## src/rtl/pim_dma_pkg.sv

```systemverilog
// Shared types and constants for the PIM DMA engine.
//   - Widths of the data/address path, PIM word address and bank select.
//   - DMA direction encodings carried on funct3.
//   - FSM state type and the latched command record.
package pim_dma_pkg;

    localparam int unsigned XLEN   = 32;  // data/address width
    localparam int unsigned PIM_AW = 11;  // PIM word-address width
    localparam int unsigned N_PIM  = 4;   // number of PIM banks

    localparam logic [2:0] DMA_MEM2PIM = 3'b000;
    localparam logic [2:0] DMA_PIM2MEM = 3'b001;

    typedef enum logic [1:0] {
        StIdle,
        StXfer,
        StDrain,
        StDone
    } dma_state_e;

    typedef struct packed {
        logic [2:0]        funct3;
        logic [N_PIM-1:0]  sel;
        logic [XLEN-1:0]   addr;
        logic [PIM_AW-1:0] nwords;
    } dma_cmd_t;

    function automatic logic is_onehot(input logic [N_PIM-1:0] v);
        return (v != '0) && ((v & (v - N_PIM'(1))) == '0);
    endfunction

endpackage

```

## src/rtl/pim_dma_fifo.sv

```systemverilog
// Two-entry skid FIFO holding PIM read data until the dmem port accepts it.
// Ports:
//   i_clk, i_rst_n : clock, asynchronous active-low reset
//   i_push/i_wdata : write one entry (ignored when full)
//   i_pop          : drop the head entry (ignored when empty)
//   o_rdata        : head entry
//   o_full/o_empty : occupancy flags
//   o_count        : number of entries held (0..2)
module pim_dma_fifo
    import pim_dma_pkg::*;
#(
    parameter int unsigned Width = XLEN
) (
    input  logic             i_clk,
    input  logic             i_rst_n,
    input  logic             i_push,
    input  logic [Width-1:0] i_wdata,
    input  logic             i_pop,
    output logic [Width-1:0] o_rdata,
    output logic             o_full,
    output logic             o_empty,
    output logic [1:0]       o_count
);

    logic [Width-1:0] mem_q [2];
    logic             wptr_q;
    logic             rptr_q;
    logic [1:0]       count_q;
    logic             do_push;
    logic             do_pop;

    assign do_push = i_push && !o_full;
    assign do_pop  = i_pop && !o_empty;

    always_ff @(posedge i_clk or negedge i_rst_n) begin
        if (!i_rst_n) begin
            mem_q[0] <= '0;
            mem_q[1] <= '0;
            wptr_q   <= 1'b0;
            rptr_q   <= 1'b0;
            count_q  <= 2'd0;
        end else begin
            if (do_push) begin
                mem_q[wptr_q] <= i_wdata;
                wptr_q        <= !wptr_q;
            end
            if (do_pop) begin
                rptr_q <= !rptr_q;
            end
            unique case ({do_push, do_pop})
                2'b10:   count_q <= count_q + 2'd1;
                2'b01:   count_q <= count_q - 2'd1;
                default: count_q <= count_q;
            endcase
        end
    end

    assign o_rdata = mem_q[rptr_q];
    assign o_full  = (count_q == 2'd2);
    assign o_empty = (count_q == 2'd0);
    assign o_count = count_q;

endmodule

```

## src/rtl/pim_dma.sv

```systemverilog
// Word-streaming DMA between data memory and PIM banks, fed by the core's EX-stage
// DMA command strobe. Holds o_dma_busy from the cycle after acceptance until the
// last word has landed.
// Ports:
//   i_clk, i_rst_n          : clock, asynchronous active-low reset
//   i_dma_*                 : command strobe, direction, bank select, size, start address
//   o_dma_busy, o_dma_err   : transfer in progress, sticky error (cleared by next command)
//   o_req_dmem, i_gnt_dmem  : dmem port arbitration
//   o_mem_*, i_mem_rd_data  : dmem port (read data one cycle after an accepted read)
//   o_pim_*, i_pim_rd_data  : PIM port (read data one cycle after o_pim_read)
module pim_dma
    import pim_dma_pkg::*;
(
    input  logic              i_clk,
    input  logic              i_rst_n,
    input  logic              i_dma_en,
    input  logic [2:0]        i_dma_funct3,
    input  logic [N_PIM-1:0]  i_dma_sel_pim,
    input  logic [12:0]       i_dma_size,
    input  logic [XLEN-1:0]   i_dma_mem_addr,
    output logic              o_dma_busy,
    output logic              o_dma_err,
    output logic              o_req_dmem,
    input  logic              i_gnt_dmem,
    output logic [XLEN-1:0]   o_mem_addr,
    output logic [XLEN-1:0]   o_mem_wr_data,
    output logic [3:0]        o_mem_size,
    output logic              o_mem_read,
    output logic              o_mem_write,
    input  logic [XLEN-1:0]   i_mem_rd_data,
    output logic [N_PIM-1:0]  o_pim_sel,
    output logic [PIM_AW-1:0] o_pim_addr,
    output logic [XLEN-1:0]   o_pim_wr_data,
    output logic              o_pim_write,
    output logic              o_pim_read,
    input  logic [XLEN-1:0]   i_pim_rd_data
);

    dma_state_e        state_q;
    dma_cmd_t          cmd_q;       // cmd_q.addr advances as the running memory address
    logic [PIM_AW-1:0] issue_q;     // beats issued on the source side
    logic [PIM_AW-1:0] cmpl_q;      // beats landed on the destination side
    logic              busy_q;
    logic              err_q;
    logic              mrd_pend_q;  // memory read accepted last cycle, data on i_mem_rd_data
    logic              prd_pend_q;  // PIM read issued last cycle, data on i_pim_rd_data

    logic [XLEN-1:0]   fifo_rdata;
    logic              fifo_full;
    logic              fifo_empty;
    logic [1:0]        fifo_count;
    logic              fifo_push;
    logic              fifo_pop;

    logic              is_m2p;
    logic              in_xfer;
    logic              in_active;
    logic              issue_left;
    logic [1:0]        fifo_free;
    logic              fifo_room;
    logic              mem_rd_go;
    logic              mem_wr_go;
    logic              pim_rd_go;
    logic              pim_wr_go;
    logic              drained;
    logic              cmd_bad;
    logic [PIM_AW-1:0] cmd_nwords;

    always_comb begin
        is_m2p     = (cmd_q.funct3 == DMA_MEM2PIM);
        in_xfer    = (state_q == StXfer);
        in_active  = in_xfer || (state_q == StDrain);
        issue_left = (issue_q != cmd_q.nwords);
        // A PIM read only goes out if its return already has a FIFO slot reserved,
        // so a push can never meet a full FIFO.
        fifo_free  = 2'd2 - fifo_count;
        fifo_room  = (fifo_free > {1'b0, prd_pend_q});
        mem_rd_go  = in_xfer && is_m2p && issue_left && i_gnt_dmem;
        mem_wr_go  = in_active && !is_m2p && !fifo_empty && i_gnt_dmem;
        pim_rd_go  = in_xfer && !is_m2p && issue_left && fifo_room;
        pim_wr_go  = mrd_pend_q;
        drained    = (cmpl_q == cmd_q.nwords) && !mrd_pend_q && !prd_pend_q;
        cmd_nwords = i_dma_size[12:2];
        cmd_bad    = !((i_dma_funct3 == DMA_MEM2PIM) ||
                       ((i_dma_funct3 == DMA_PIM2MEM) && is_onehot(i_dma_sel_pim)));
    end

    assign fifo_push = prd_pend_q;
    assign fifo_pop  = mem_wr_go;

    always_ff @(posedge i_clk or negedge i_rst_n) begin
        if (!i_rst_n) begin
            state_q    <= StIdle;
            cmd_q      <= '0;
            issue_q    <= '0;
            cmpl_q     <= '0;
            busy_q     <= 1'b0;
            err_q      <= 1'b0;
            mrd_pend_q <= 1'b0;
            prd_pend_q <= 1'b0;
        end else begin
            mrd_pend_q <= mem_rd_go;
            prd_pend_q <= pim_rd_go;
            if (mem_rd_go || pim_rd_go) begin
                issue_q <= issue_q + PIM_AW'(1);
            end
            if (pim_wr_go || mem_wr_go) begin
                cmpl_q <= cmpl_q + PIM_AW'(1);
            end
            if (mem_rd_go || mem_wr_go) begin
                cmd_q.addr <= cmd_q.addr + XLEN'(4);
            end
            unique case (state_q)
                StIdle: begin
                    if (i_dma_en) begin
                        cmd_q.funct3 <= i_dma_funct3;
                        cmd_q.sel    <= cmd_bad ? '0 : i_dma_sel_pim;
                        cmd_q.addr   <= {i_dma_mem_addr[XLEN-1:2], 2'b00};
                        cmd_q.nwords <= cmd_nwords;
                        issue_q      <= '0;
                        cmpl_q       <= '0;
                        err_q        <= cmd_bad;
                        busy_q       <= 1'b1;
                        state_q      <= (cmd_bad || (cmd_nwords == '0)) ? StDone : StXfer;
                    end
                end
                StXfer: begin
                    if (!issue_left) begin
                        state_q <= StDrain;
                    end
                end
                StDrain: begin
                    if (drained) begin
                        state_q <= StDone;
                    end
                end
                StDone: begin
                    state_q <= StIdle;
                    busy_q  <= 1'b0;
                end
                default: state_q <= StIdle;
            endcase
        end
    end

    pim_dma_fifo #(
        .Width (XLEN)
    ) u_fifo (
        .i_clk   (i_clk),
        .i_rst_n (i_rst_n),
        .i_push  (fifo_push),
        .i_wdata (i_pim_rd_data),
        .i_pop   (fifo_pop),
        .o_rdata (fifo_rdata),
        .o_full  (fifo_full),
        .o_empty (fifo_empty),
        .o_count (fifo_count)
    );

    assign o_dma_busy    = busy_q;
    assign o_dma_err     = err_q;
    // PIM->MEM keeps requesting through DRAIN so the FIFO tail can still be written.
    assign o_req_dmem    = in_xfer || ((state_q == StDrain) && !is_m2p);
    assign o_mem_read    = mem_rd_go;
    assign o_mem_write   = mem_wr_go;
    assign o_mem_addr    = (mem_rd_go || mem_wr_go) ? cmd_q.addr : '0;
    assign o_mem_wr_data = mem_wr_go ? fifo_rdata : '0;
    assign o_mem_size    = (mem_rd_go || mem_wr_go) ? 4'b1111 : 4'b0000;
    assign o_pim_sel     = (state_q != StIdle) ? cmd_q.sel : '0;
    assign o_pim_read    = pim_rd_go;
    assign o_pim_write   = pim_wr_go;
    assign o_pim_addr    = pim_rd_go ? issue_q : (pim_wr_go ? cmpl_q : '0);
    assign o_pim_wr_data = pim_wr_go ? i_mem_rd_data : '0;

    logic unused_bits;
    assign unused_bits = ^{fifo_full, i_dma_size[1:0], i_dma_mem_addr[1:0]};

endmodule

```

## config.mk

```make
export PLATFORM = sky130hd
export DESIGN_NAME = pim_dma
export DESIGN_NICKNAME = d
export VERILOG_FILES = /design/src/rtl/pim_dma_pkg.sv /design/src/rtl/pim_dma_fifo.sv /design/src/rtl/pim_dma.sv
export SDC_FILE = /design/constraint.sdc
export NUM_CORES = 1
export LEC_CHECK = 0
export ABC_AREA = 1
export CORE_MARGIN = 1.5
export CORE_UTILIZATION = 49
export DETAILED_ROUTE_END_ITERATION = 8
export HOLD_SLACK_MARGIN = 0.03
export MAX_ROUTING_LAYER = met4
export PLACE_DENSITY = 0.82
export SYNTH_ARGS = -nofsm -noshare
export SYNTH_HDL_FRONTEND = slang
export SYNTH_SLANG_ARGS = --single-unit
```

## constraint.sdc

```tcl
create_clock -name i_clk -period 2.3 [get_ports i_clk]
set_input_delay 0.23 -clock i_clk [delete_from_list [all_inputs] [get_ports i_clk]]
set_output_delay 0.23 -clock i_clk [all_outputs]
set_load 0.01 [all_outputs]
```

==> flow_summary.toml <==
[clocking]
cts_tree = "yes"
cts-root-buf = "clkbuf_16"
clk_latency_ns = 0.44
clk_path_buf_depth = 2
clk_pin_slew_ns = 0.07
cts_sinks = 144
cts_max_level = 4
cts_made_buffers = 17

[global_routing]
grt_pass1_wl_mm = 40.9
grtUsageTotal = 0.291
grt_max_degree = 66
antenna_found_initial = 0
grt_pass1_vias = 8357
overflow = 0

[hold_path]
hold_class = "in2async"

[sta]
hold_viol = 0
fin_crit_ns = 2.33
maxSlewHeadroom = 0.610
drv_slew = 0
worst_slack_ns = -0.0314
worst_pin_slew_ns = 0.585
period_share = 1.01
rsz0062_at_grt = "yes"
max_freq_mhz = 429
finClkSkew_ns = 0.0132
setup_viol = 11
setup-tns-final_ns = -0.165

[pwr]
p_leak_uw = 0.00627
irDropWorstVdd_mv = 0.804
p_per_area_nw_per_um2 = 1250

[cells_and_area]
post-route-util = 0.729
multi_input_area_um2 = 4150
final_area_um2 = 12200
num-fill-cells = 1318
n_antenna_cell = 0
syn_to_final_growth_pct = 44.1
drive_above_1_share = 0.155
regArea_um2 = 3600
nNetsFinal = 1631

[drt]
first_iter_violations = 765
routed-via-count = 8990
wl_per_cell_um = 14.8
drt-pass1-iter-count = 5
antenna_left = 0
vias_per_cell = 5.19
drcViolationCount = 0
routed_wl_mm = 25.6

[setup_path]
crit_fanout = 6
path_cells = "xnor2_1, nand2_1, nor2_2, nand3_2, nand2_2, inv_2, nand2_4, buf_12, nand3_2, o21ai_1, buf_2"
required_ns = 2.07
crit_path_start_kind = "register"
crit_slowest_cell = "dfrtp_1"
crit_arrival_ns = 2.10
cpPeakStageDelay_ns = 0.43
path_class = "reg2out"
cpMostUsedCell = "nand3_2"
critPathCaptureType = "output pin"

[placement]
gp_congestion = 0.940
dpl.hpwl_mm = 17.5
port-buffer-count = 235
dpl_cell_area_um2 = 11300

[floorplan]
die_w_um = 134
die_area_um2 = 18000
core_area_um2 = 16700
rows = 47
start_util = 0.506
io_pins = 242
die_h_um = 134

[yosys]
avgSynthCellArea_um2 = 6.87
synth_seq_cells = 144
ys_seq_area_frac = 0.426
syn_area_um2 = 8450
synthTopCellsByArea = "dfrtp_1 (43%), nand2_1 (16%), inv_1 (7.8%)"
ys_warn_count = 0
synth.most_common_cell = "nand2_1"
synth_top_area_share = 0.426
synth_enable_flop_cells = 0
synthDistinctLibCells = 38
synth.largest_area_cell = "dfrtp_1"
synth_async_sr_flop_share = 1.00
ys.flop_type = "dfrtp_1"
synth_commonest_cells = "nand2_1 (364), inv_1 (175), dfrtp_1 (144), nor2_1 (131), o21ai_0 (118)"
synthCells = 1230

[job]
drv_cap = 0

[outcome]
violations = "setup timing"
status = "complete, but fails checks"
## cells in the final DEF (no fill, tap or decap), types with 6 or more instances in the layout
cell type | Yosys | routed
a21oi_1 | 73 | 58
inv_6 | 0 | 7
nand4_1 | 10 | 10
nand2_1 | 364 | 359
a31oi_1 | 7 | 7
clkdlybuf4s15_2 | 0 | 6
ha_1 | 12 | 9
xor2_1 | 12 | 12
nor3_1 | 21 | 21
buf_4 | 7 | 59
nor2_1 | 131 | 127
inv_2 | 6 | 11
nand3_2 | 2 | 11
a21oi_2 | 1 | 14
o21ai_2 | 1 | 6
dfrtp_1 | 144 | 144
nand3_1 | 55 | 42
dlygate4sd2_1 | 0 | 30
buf_12 | 0 | 8
clkbuf_2 | 0 | 18
clkdlybuf4s50_1 | 0 | 154
o21ai_0 | 118 | 109
clkbuf_16 | 0 | 18
buf_2 | 12 | 21
inv_1 | 175 | 168
nand2_2 | 6 | 10
buf_6 | 2 | 6
## stage by stage
step | setup slack [ns] | cells | total power, µW | hold slack (ns)
3_5_place_dp | -0.183 | 1680 | 11800 | 0.240
3_3_place_gp | -0.0831 | 1680 | 11600 | 0.240
4_1_cts | -0.0836 | 1726 | 14900 | 0.335
6_report | -0.0314 | 1732 | 15200 | 0.329
5_1_grt | -0.123 | 1732 | 16400 | 0.362
2_1_floorplan | 0.276 | 1231 | 8720 | -0.0656
## worst max-delay path: cells and delay by family (launching register included)
kind	cells	cell delay (ns)
simple gates	6	0.62
flops	1	0.43
xor+xnor	1	0.17
buf+inv	3	0.36
compound gates	1	0.08
## worst paths after layout
kind	start	end	slack, ns	cells after the start
min	i_rst_n	cmd_q[0]	0.33	2
max in group asynchronous	i_rst_n	u_fifo.mem_q[10]	1.30	3
min reg2reg	u_fifo.mem_q[46]	u_fifo.mem_q[46]	0.48	2
max reg2reg	cmd_q[49]	u_fifo.o_count[1]	0.15	10
min in group i_clk	i_dma_mem_addr[11]	cmd_q[22]	0.34	3
max	cmd_q[2]	o_pim_addr[0]	-0.03	11
## final cells by class
type,count,share of cell area
clock buffer,18,0.0361
clock inverter,14,0.0118
inverter,182,0.0575
multi-input combinational,845,0.341
sequential,144,0.296
tap,220,0.0226
timing repair buffer,309,0.235
## what timing repair did
action	4_1_cts	5_1_grt
buffers inserted	10	6
gates resized for setup	217	67
hold buffers	1	0
pin swaps	12	12
endpoints found under the setup margin	80	71
gates cloned	3	1
hold endpoints to repair	55	0
## power breakdown
part           leakage (µW)  internal (µW)  switching [µW]
combinational       0.00425           3330            4520
clock              0.000281           1560            1210
sequential          0.00174           3720             916
## registers in the layout, indices dropped and copies added (netlist names)
name,count
issue_q,11
o_dma_busy,1
o_dma_err,1
state_q,2
u_fifo.wptr_q,1
o_pim_write,1
fifo_push,1
u_fifo.mem_q,64
cmpl_q,11
u_fifo.o_count,2
u_fifo.rptr_q,1
cmd_q,48
## metal layers
metal | track usage | vias to the layer above | wire length (µm)
met4 | 0.0902 | 0 | 590
met3 | 0.0537 | 52 | 1910
li1 | - | 4358 | -
met5 | - | - | 0
met2 | 0.451 | 399 | 12000
met1 | 0.389 | 4181 | 11100
## logic make-up after synthesis
logic type,after synthesis,synth area share
DFF,144,0.426
xor gates and xnor gates,17,0.0176
AOI/OAI and AO/OA,209,0.128
adders and majority gates,12,0.0178
and+or+nand+nor,605,0.296
other,1,0.000444
buffers and inverters,242,0.114
No activity file was read; power rests on OpenSTA's default activity.
